===== src/rtl/dmem_port_arbiter_pkg.sv =====
// Shared types and constants for the data-memory port arbiter.
// Holds the FSM state encodings, requester IDs and the default memory depth.
package dmem_port_arbiter_pkg;

   localparam int DMEM_DEPTH = 256;

   typedef enum logic {
      ARB_INIT = 1'b0,
      ARB_RUN  = 1'b1
   } arb_state_t;

   typedef enum logic {
      ARB_ID_C = 1'b0,
      ARB_ID_D = 1'b1
   } arb_id_t;

   function automatic int ptr_width(input int depth);
      return (depth > 1) ? $clog2(depth) : 1;
   endfunction

endpackage


===== src/rtl/dmem_port_arbiter_if.sv =====
// Requester-side request/response bundle for one data-memory requester.
// The requester drives the master side; the arbiter owns the slave side.
interface dmem_req_if #(
   parameter int ADDR_W = 32,
   parameter int DATA_W = 32
);
   logic              valid;
   logic              ready;
   logic              we;
   logic [ADDR_W-1:0] addr;
   logic [DATA_W-1:0] wdata;
   logic              rsp_valid;
   logic [DATA_W-1:0] rsp_rdata;

   modport master (output valid, we, addr, wdata, input ready, rsp_valid, rsp_rdata);
   modport slave  (input valid, we, addr, wdata, output ready, rsp_valid, rsp_rdata);
endinterface


===== src/rtl/dmem_port_arbiter_pick.sv =====
// Two-input grant logic for the core (C) and debug/DMA (D) requesters.
// DMEM_ARB_RR_EN selects round-robin on ties; otherwise C has fixed priority and last_grant is ignored.
module dmem_arb_pick
   import dmem_port_arbiter_pkg::*;
(
   input  logic    c_valid,
   input  logic    d_valid,
   input  arb_id_t last_grant,
   output logic    grant_c,
   output logic    grant_d
);

   always_comb begin
      grant_c = 1'b0;
      grant_d = 1'b0;
`ifdef DMEM_ARB_RR_EN
      if (c_valid && d_valid) begin
         grant_c = (last_grant == ARB_ID_D);
         grant_d = !grant_c;
      end else begin
         grant_c = c_valid;
         grant_d = d_valid;
      end
`else
      grant_c = c_valid;
      grant_d = d_valid && !c_valid;
`endif
   end

`ifndef DMEM_ARB_RR_EN
   logic unused_last_grant;
   assign unused_last_grant = last_grant;
`endif

endmodule


===== src/rtl/dmem_port_arbiter.sv =====
// Clears the single-port data memory after reset, then arbitrates one C/D access per cycle.
// Build option: define DMEM_ARB_RR_EN for round-robin arbitration (default is C-over-D priority).
//
// state    | meaning
// ARB_INIT | clear-walk: write zero to words 0..DEPTH-1, requesters held off
// ARB_RUN  | normal operation, one granted access per cycle
module dmem_port_arbiter
   import dmem_port_arbiter_pkg::*;
#(
   parameter int ADDR_W = 32,
   parameter int DATA_W = 32,
   parameter int DEPTH  = DMEM_DEPTH
) (
   input  logic              clk,
   input  logic              reset,
   dmem_req_if.slave         c_bus,
   dmem_req_if.slave         d_bus,
   output logic              mem_we,
   output logic [ADDR_W-1:0] mem_addr,
   output logic [DATA_W-1:0] mem_wdata,
   input  logic [DATA_W-1:0] mem_rdata,
   output logic              init_done
);

   localparam int                PTR_W    = ptr_width(DEPTH);
   localparam logic [PTR_W-1:0]  LAST_PTR = PTR_W'(DEPTH - 1);
   localparam logic [ADDR_W-1:0] DEPTH_A  = ADDR_W'(DEPTH);

   arb_state_t        state;
   arb_state_t        state_nxt;
   logic [PTR_W-1:0]  clr_ptr;
   logic              run;
   logic              grant_c;
   logic              grant_d;
   arb_id_t           last_grant;
   logic              sel_we;
   logic [ADDR_W-1:0] sel_addr;
   logic [DATA_W-1:0] sel_wdata;
   logic              sel_in_range;
   logic [DATA_W-1:0] rsp_rdata_nxt;
   logic              c_rsp_q;
   logic              d_rsp_q;
   logic [DATA_W-1:0] c_rdata_q;
   logic [DATA_W-1:0] d_rdata_q;

   always_ff @(posedge clk) begin
      if (reset) state <= ARB_INIT;
      else       state <= state_nxt;
   end

   always_ff @(posedge clk) begin
      if (reset)                  clr_ptr <= '0;
      else if (state == ARB_INIT) clr_ptr <= clr_ptr + 1'b1;
   end

   always_comb begin
      state_nxt = state;
      if (state == ARB_INIT && clr_ptr == LAST_PTR) state_nxt = ARB_RUN;
   end

   assign run = (state == ARB_RUN) && !reset;

   dmem_arb_pick u_pick (
      .c_valid    (c_bus.valid && run),
      .d_valid    (d_bus.valid && run),
      .last_grant (last_grant),
      .grant_c    (grant_c),
      .grant_d    (grant_d)
   );

`ifdef DMEM_ARB_RR_EN
   always_ff @(posedge clk) begin
      if (reset)        last_grant <= ARB_ID_D;
      else if (grant_c) last_grant <= ARB_ID_C;
      else if (grant_d) last_grant <= ARB_ID_D;
   end
`else
   assign last_grant = ARB_ID_D;
`endif

   always_comb begin
      sel_we    = c_bus.we;
      sel_addr  = c_bus.addr;
      sel_wdata = c_bus.wdata;
      if (grant_d) begin
         sel_we    = d_bus.we;
         sel_addr  = d_bus.addr;
         sel_wdata = d_bus.wdata;
      end
   end

   assign sel_in_range = (sel_addr < DEPTH_A);

   always_comb begin
      mem_we      = 1'b0;
      mem_addr    = '0;
      mem_wdata   = '0;
      c_bus.ready = 1'b0;
      d_bus.ready = 1'b0;
      init_done   = 1'b0;
      if (!reset) begin
         case (state)
            ARB_INIT: begin
               mem_we   = 1'b1;
               mem_addr = ADDR_W'(clr_ptr);
            end
            ARB_RUN: begin
               init_done   = 1'b1;
               c_bus.ready = grant_c;
               d_bus.ready = grant_d;
               // out-of-range writes still complete but must never reach the array
               if (grant_c || grant_d) begin
                  mem_we    = sel_we && sel_in_range;
                  mem_addr  = sel_addr;
                  mem_wdata = sel_wdata;
               end
            end
            default: ;
         endcase
      end
   end

   assign rsp_rdata_nxt = (!sel_we && sel_in_range) ? mem_rdata : '0;

   always_ff @(posedge clk) begin
      if (reset) begin
         c_rsp_q   <= 1'b0;
         d_rsp_q   <= 1'b0;
         c_rdata_q <= '0;
         d_rdata_q <= '0;
      end else begin
         c_rsp_q   <= grant_c;
         d_rsp_q   <= grant_d;
         c_rdata_q <= grant_c ? rsp_rdata_nxt : '0;
         d_rdata_q <= grant_d ? rsp_rdata_nxt : '0;
      end
   end

   // a response registered just before reset must not be seen during reset
   assign c_bus.rsp_valid = c_rsp_q && !reset;
   assign d_bus.rsp_valid = d_rsp_q && !reset;
   assign c_bus.rsp_rdata = reset ? '0 : c_rdata_q;
   assign d_bus.rsp_rdata = reset ? '0 : d_rdata_q;

endmodule


===== src/flat_wrapper.sv =====
// flat-port wrapper written by rule: the top's interface ports become plain ports
module dmem_port_arbiter_flat import dmem_port_arbiter_pkg::*;
#(
   parameter int ADDR_W = 32,
   parameter int DATA_W = 32,
   parameter int DEPTH  = DMEM_DEPTH
)
  (clk, reset, mem_we, mem_addr, mem_wdata, mem_rdata, init_done, c_bus_valid, c_bus_we, c_bus_addr, c_bus_wdata, c_bus_ready, c_bus_rsp_valid, c_bus_rsp_rdata, d_bus_valid, d_bus_we, d_bus_addr, d_bus_wdata, d_bus_ready, d_bus_rsp_valid, d_bus_rsp_rdata);
  dmem_req_if #(.ADDR_W(ADDR_W), .DATA_W(DATA_W)) c_bus_i ();
  dmem_req_if #(.ADDR_W(ADDR_W), .DATA_W(DATA_W)) d_bus_i ();
  input  logic clk;
  input  logic reset;
  output logic mem_we;
  output logic [ADDR_W-1:0] mem_addr;
  output logic [DATA_W-1:0] mem_wdata;
  input  logic [DATA_W-1:0] mem_rdata;
  output logic init_done;
  input wire logic [$bits(c_bus_i.valid)-1:0] c_bus_valid;
  input wire logic [$bits(c_bus_i.we)-1:0] c_bus_we;
  input wire logic [$bits(c_bus_i.addr)-1:0] c_bus_addr;
  input wire logic [$bits(c_bus_i.wdata)-1:0] c_bus_wdata;
  output wire logic [$bits(c_bus_i.ready)-1:0] c_bus_ready;
  output wire logic [$bits(c_bus_i.rsp_valid)-1:0] c_bus_rsp_valid;
  output wire logic [$bits(c_bus_i.rsp_rdata)-1:0] c_bus_rsp_rdata;
  input wire logic [$bits(d_bus_i.valid)-1:0] d_bus_valid;
  input wire logic [$bits(d_bus_i.we)-1:0] d_bus_we;
  input wire logic [$bits(d_bus_i.addr)-1:0] d_bus_addr;
  input wire logic [$bits(d_bus_i.wdata)-1:0] d_bus_wdata;
  output wire logic [$bits(d_bus_i.ready)-1:0] d_bus_ready;
  output wire logic [$bits(d_bus_i.rsp_valid)-1:0] d_bus_rsp_valid;
  output wire logic [$bits(d_bus_i.rsp_rdata)-1:0] d_bus_rsp_rdata;
  assign c_bus_i.valid = c_bus_valid;
  assign c_bus_i.we = c_bus_we;
  assign c_bus_i.addr = c_bus_addr;
  assign c_bus_i.wdata = c_bus_wdata;
  assign c_bus_ready = c_bus_i.ready;
  assign c_bus_rsp_valid = c_bus_i.rsp_valid;
  assign c_bus_rsp_rdata = c_bus_i.rsp_rdata;
  assign d_bus_i.valid = d_bus_valid;
  assign d_bus_i.we = d_bus_we;
  assign d_bus_i.addr = d_bus_addr;
  assign d_bus_i.wdata = d_bus_wdata;
  assign d_bus_ready = d_bus_i.ready;
  assign d_bus_rsp_valid = d_bus_i.rsp_valid;
  assign d_bus_rsp_rdata = d_bus_i.rsp_rdata;
  dmem_port_arbiter #(.ADDR_W(ADDR_W), .DATA_W(DATA_W), .DEPTH(DEPTH)) u_core (.clk(clk), .reset(reset), .c_bus(c_bus_i), .d_bus(d_bus_i), .mem_we(mem_we), .mem_addr(mem_addr), .mem_wdata(mem_wdata), .mem_rdata(mem_rdata), .init_done(init_done));
endmodule

===== config.mk =====
export PLATFORM = sky130hd
export DESIGN_NAME = dmem_port_arbiter_flat
export DESIGN_NICKNAME = d
export VERILOG_FILES = /design/src/rtl/dmem_port_arbiter_pkg.sv /design/src/rtl/dmem_port_arbiter_if.sv /design/src/rtl/dmem_port_arbiter_pick.sv /design/src/rtl/dmem_port_arbiter.sv /design/src/flat_wrapper.sv
export SDC_FILE = /design/constraint.sdc
export NUM_CORES = 1
export LEC_CHECK = 0
export ABC_AREA = 1
export CORE_AREA = 2 2 116 118
export CTS_CLUSTER_DIAMETER = 30
export CTS_CLUSTER_SIZE = 28
export DETAILED_ROUTE_END_ITERATION = 10
export DIE_AREA = 0 0 118 120
export PLACE_DENSITY = 0.78
export SLEW_MARGIN = 20
export SYNTH_ARGS = -nofsm -noshare
export SYNTH_HDL_FRONTEND = slang
export SYNTH_SLANG_ARGS = --single-unit

===== constraint.sdc =====
create_clock -name clk -period 5.15 [get_ports clk]
set_clock_uncertainty 0.1 [all_clocks]
set_input_delay 1.03 -clock clk [delete_from_list [all_inputs] [get_ports clk]]
set_output_delay 1.03 -clock clk [all_outputs]
set_load 0.05 [all_outputs]

* Yosys cells after proc, flatten, opt, wreduce, memory -nomap -nowiden
Index checks and enable logic that the tools add are counted.
Word-level totals: input port bits 166, bits in latches 0, memories kept 0, ROM bits 0, bits in registers 75, output and inout bits 134, RAM bits 0, word-level logic and storage cells 48
Cells by class: mux-type cells 21, bitwise gates (word level) 3, eq/ne operators 1, divide/modulo/power cells 0, $lt $le $gt $ge 1, add/subtract/negate cells 1, $mul 0, shift-type cells 0, reduce and logical (&&, ||, !) cells 15
Operators with widths (number):
- two-way mux 32 bit | 10
- case mux 32 bit (2 select lines) | 1
- < comparator 32 x 9 -> 1 bit, second input constant | 1
- logical AND 1 bit | 9
- two-way mux 1 bit | 9
- adder 8 x 1 -> 8 bit, second input constant | 1
- equality test 8 bit, second input constant | 1
- OR reduction 2 bit | 2
- zero test 1 bit | 3
- inverter 1 bit | 3
- case mux 1 bit (2 select lines) | 1
- logical OR 1 bit | 1

* Depth between registers and ports, before layout
depth after elaboration 11, gate-level depth with buffers 13

* Cells and area by module
Synthesis repeated with hierarchy kept, for this count alone.
Second synthesis, totals: cells, all modules 673, area total of the unflattened synthesis 4018.9 µm²
Modules (own cells, without submodules):
- dmem_port_arbiter | cells an instance 670, seq. area each 1501.4 µm², area each 4001.3 µm², times used 1
- dmem_arb_pick | cells an instance 3, seq. area each 0.0 µm², area each 17.5 µm², times used 1

* Least setup slack after synthesis
Ideal clock, no wire load.
path kind in2out, start in reset, end out mem_wdata[25], cell stages on the path 7, arrival time 3.257 ns, setup slack 0.763 ns, path buffers 4, data required time 4.020 ns, cells stage by stage buf_4 nor2_8 buf_6 o21ai_0 clkbuf_1 clkbuf_1 nor3_1
On the way: cells in the longest elaborated chain, start to end 9, elaborated cells between the ends (all ways) 11, classes of those cells mux (4); reduce/logical (7)
RTL lines:
- start, declared | line flat_wrapper.sv:12 | input logic reset;
- zero test 1 bit | line dmem_port_arbiter.sv:61 | assign run = (state == ARB_RUN) && !reset;
- logical AND 1 bit | line dmem_port_arbiter.sv:61
- logical AND 1 bit | line dmem_port_arbiter.sv:64 | .c_valid (c_bus.valid && run),
- zero test 1 bit | line dmem_port_arbiter_pick.sv:26 | grant_d = d_valid && !c_valid;
- logical AND 1 bit | line dmem_port_arbiter_pick.sv:26
- two-way mux 32 bit / logical OR 1 bit (equally long branches) | line dmem_port_arbiter.sv:85, dmem_port_arbiter.sv:112
- two-way mux 32 bit | line dmem_port_arbiter.sv:112 | if (grant_c || grant_d) begin
- two-way mux 32 bit | line dmem_port_arbiter.sv:102 | case (state)
- two-way mux 32 bit (*) | line dmem_port_arbiter.sv:101 | if (!reset) begin
- end, declared | line flat_wrapper.sv:15 | output logic [DATA_W-1:0] mem_wdata;
Mark *: on every way between the ends. The rest lies on a longest branch, timed or not.

* Worst setup path in the final report
start in c_bus_valid, end out mem_we
On the way: cells in the longest elaborated chain, start to end 9, elaborated cells between the ends (all ways) 11, classes of those cells order compare (1); mux (5); reduce/logical (5)
RTL lines:
- start, declared | line flat_wrapper.sv:18 | input wire logic [$bits(c_bus_i.valid)-1:0] c_bus_valid;
- logical AND 1 bit (*) | line dmem_port_arbiter.sv:64
- zero test 1 bit | line dmem_port_arbiter_pick.sv:26
- logical AND 1 bit | line dmem_port_arbiter_pick.sv:26
- two-way mux 32 bit | line dmem_port_arbiter.sv:85 | if (grant_d) begin
- < comparator 32 x 9 -> 1 bit | line dmem_port_arbiter.sv:92 | assign sel_in_range = (sel_addr < DEPTH_A);
- logical AND 1 bit | line dmem_port_arbiter.sv:113 | mem_we = sel_we && sel_in_range;
- two-way mux 1 bit (*) | line dmem_port_arbiter.sv:112
- case mux 1 bit (2 select lines) (*) | line dmem_port_arbiter.sv:102
- two-way mux 1 bit (*) | line dmem_port_arbiter.sv:101
- end, declared | line flat_wrapper.sv:13 | output logic mem_we;
Marks and branches as above.

==> summary.txt <==
Pwr
  • Max VDD drop: 127 uV
  • Lkg Pwr: 3.31 nW
  • P per Cell Area: 182 nW/um^2

Clock network
  • Root Driver: clkbuf_16
  • Clock sinks: 75
  • Setup Fix Bufs, Post-CTS: 0
  • TritonCTS clock tree: built
  • CTS Buf Count: 9
  • Hold Buf Count CTS: 0
  • Clk_lat worst skew: around 0.32 ns
  • H-tree depth: 3
  • Number of gates resized after CTS: 0
  • Clock transition at path regs: roughly 0.050 ns
  • CTS Buffer Depth: 2

Worst setup path
  • Worst Path Max Fanout: 41
  • Crit path max-delay family: simple AND/OR/NAND/NOR gates
  • Critical path type: in -> out
  • Arr. time, crit path: ~3.4 ns
  • Max incr delay on CP: 0.49 ns
  • CP endpoint kind: primary output
  • CP cell instances: clkdlybuf4s50_1 > inv_1 > nand4_4 > o21ai_0 > nand2_1 > nor2_1 > nand2_2 > nor2_8 > nand3_1 > a21oi_1 > buf_12
  • CP max stage cell: nand4_4
  • Crit path buffers/inverters: 3
  • Worst EP required: 4.02 ns
  • CP Launch Type: primary input
  • Critical Path Start: c_bus_valid
  • R2R Path Start: u_core.state

Logic synthesis
  • Yosys warning count: 0
  • Largest cells by area after synthesis: dfxtp_1, nor2_1, inv_1
  • Largest family of logic cells by synthesized area: simple AND/OR/NAND/NOR gates
  • Xor and xnor fraction of the mapped netlist area: 0%
  • Seq cells post-synth: 75
  • Adder-cell share of the synthesized area: 0.287%
  • Post-synthesis compound-gate area fraction: around 3.6%
  • Syn Nets: roughly 850
  • Gate Count Post-Synth: 685
  • Cell area after synthesis: 4360 um^2
  • Area leader, netlist: dfxtp_1
  • Top-area cell type share of the netlist area: 34.4%
  • Mux contribution to synthesized area: 0.229%
  • Distinct cells, synth: 31
  • Post-synthesis sequential area ratio: 34.4%
  • Post-Synth Simple-Gate Area: around 45%
  • Post-Syn Area per Cell: between 6 and 7 um^2

STA
  • Unrepaired setup endpoints after global routing: false
  • Fmax: approximately 220 MHz
  • Worst-Margin Slew: 0.944 ns
  • Endpoints failing hold: 0
  • Tmin final: 4.57 ns
  • Crit share post-route: 88.7%
  • Slew Viols, Final: 0
  • Final setup violation count: 0
  • Slew headroom: 36.9%
  • Setup TNS: 0 ns

Drt
  • Vias: 5,181
  • Total Wirelength: 16,000 um
  • WL per Instance: 14.0 um
  • Vias per cell: 4.54
  • DR pass1 iterations: 5
  • Drc violations: 0
  • DR iter-0 viols: around 310
  • Post-DRT Antenna Nets: 0

Layout
  • Fin nets: 1,128
  • Layout cell share with drive strength beyond 1: 14.2%
  • Register area: 1500 um^2
  • N_diodes: 0
  • Fillers: 1,186
  • Area growth, synth to finish: 83.6%
  • Post-layout utilization of the core: between 60% and 70%
  • Multi-input logic area: 2160 um^2

Floorplanning
  • Width of the die: 118 um
  • Row count: 42
  • Ports: 300
  • Initial Utilization: 33.6%
  • Core area: 13,000 um^2
  • Chip height: approximately 120 um
  • Die area: between 10,000 and 15,000 um^2

Hold path
  • Hold Path Origin: u_core.clr_ptr[7]
  • Type of the most critical hold path: reg -> reg

Run status
  • Outcome: finished clean

GRT
  • Vias in the first global route: 4,928
  • Global route overflow: 0
  • Antenna violations before repair: 0
  • Largest net degree at the start of global routing: 42
  • Total GRT Usage: 22.1%
  • First-pass GRT wire length: 24,900 um

Place
  • DPL Wire Length: 12,500 um
  • IO Port Bufs: 299
  • RD Place Congestion: between 0.9 and 1

Job
  • # Max-Cap Violations: 0
## where the power goes
| group | internal, mW | total, mW | switching (mW) | leakage (nW) |
|---|---|---|---|---|
| sequential | 0.582 | 0.584 | 0.00189 | 0.604 |
| clock | 0.438 | 0.662 | 0.224 | 0.157 |
| combinational | 0.132 | 0.211 | 0.0792 | 2.55 |
| total | 1.15 | 1.46 | 0.305 | 3.31 |
## through the flow
stage               hold slack, ns  worst slack (ns)  power (mW)  cells  area [um^2]
floorplan                    0.368             0.763       0.657    685         4360
global placement             0.376             0.598       0.806   1126         7690
detailed placement           0.394             0.570       0.808   1126         7690
CTS                          0.403             0.573        1.47   1142         8010
global route                 0.418             0.373        1.51   1142         8010
finish                       0.402             0.581        1.46   1142         8010
## metal layers
layer | up-vias | wire [um] | GRT usage [%]
li1 | 2630 | - | -
met1 | 2305 | 6400 | 25.8
met2 | 212 | 7940 | 38.0
met3 | 34 | 960 | 4.85
met4 | 0 | 690 | 11.1
met5 | - | 0 | 0
## layout by cell type, fill, tap and decap left out, types with 5 or more instances in the layout
master             n
nor2_1           253
clkdlybuf4s50_1  232
inv_1            123
dfxtp_1           75
nand2_1           62
buf_4             45
nor3_1            36
buf_12            33
nand4_2           30
nand4_1           17
clkbuf_16          9
o21ai_1            7
a221oi_1           6
o21ai_0            5
## Yosys cell counts (all sizes together)
| library cell | number |
|---|---|
| nand4 | 48 |
| a21oi | 4 |
| ha | 1 |
| a31oi | 1 |
| o21ai | 13 |
| dfxtp | 75 |
| mux2i | 1 |
| o31ai | 1 |
| a211oi | 1 |
| clkbuf | 19 |
| nand3 | 2 |
| nor4 | 1 |
| nor2 | 258 |
| inv | 127 |
| nor3 | 36 |
| buf | 27 |
| nand2 | 64 |
| a221oi | 6 |
## registers in the layout, indices dropped and copies added, names as in the netlist
register / cells
u_core.state: 1
u_core.c_rsp_q: 1
u_core.d_rdata_q: 32
u_core.d_rsp_q: 1
u_core.c_rdata_q: 32
u_core.clr_ptr: 8
## worst min-delay path, cell delays in order, from the launching register on
cell and delay, ns:
dfxtp_1 0.31, nor2_1 0.10, nor3_1 0.05
## final timing paths
kind                           to  slack (ns)  cells after the start
min reg2reg     u_core.clr_ptr[7]        0.40                      2
max reg2reg  u_core.d_rdata_q[22]        2.08                      9
min             u_core.clr_ptr[7]        0.40                      2
max                        mem_we        0.58                     11
## cell families after synthesis
group,Yosys count
simple gates,409
buf+inv,173
fa+ha+maj,1
mux,1
compound gates,26
flops,75
## cell type report
class,instances,area share [%]
clock buffer,12,3.08
clock inverter,4,0.922
multi-input combinational,437,27.0
inverter,127,5.98
timing repair buffer,311,41.5
tap,176,2.75
sequential,75,18.7
Power figures use the tool's default switching activity.
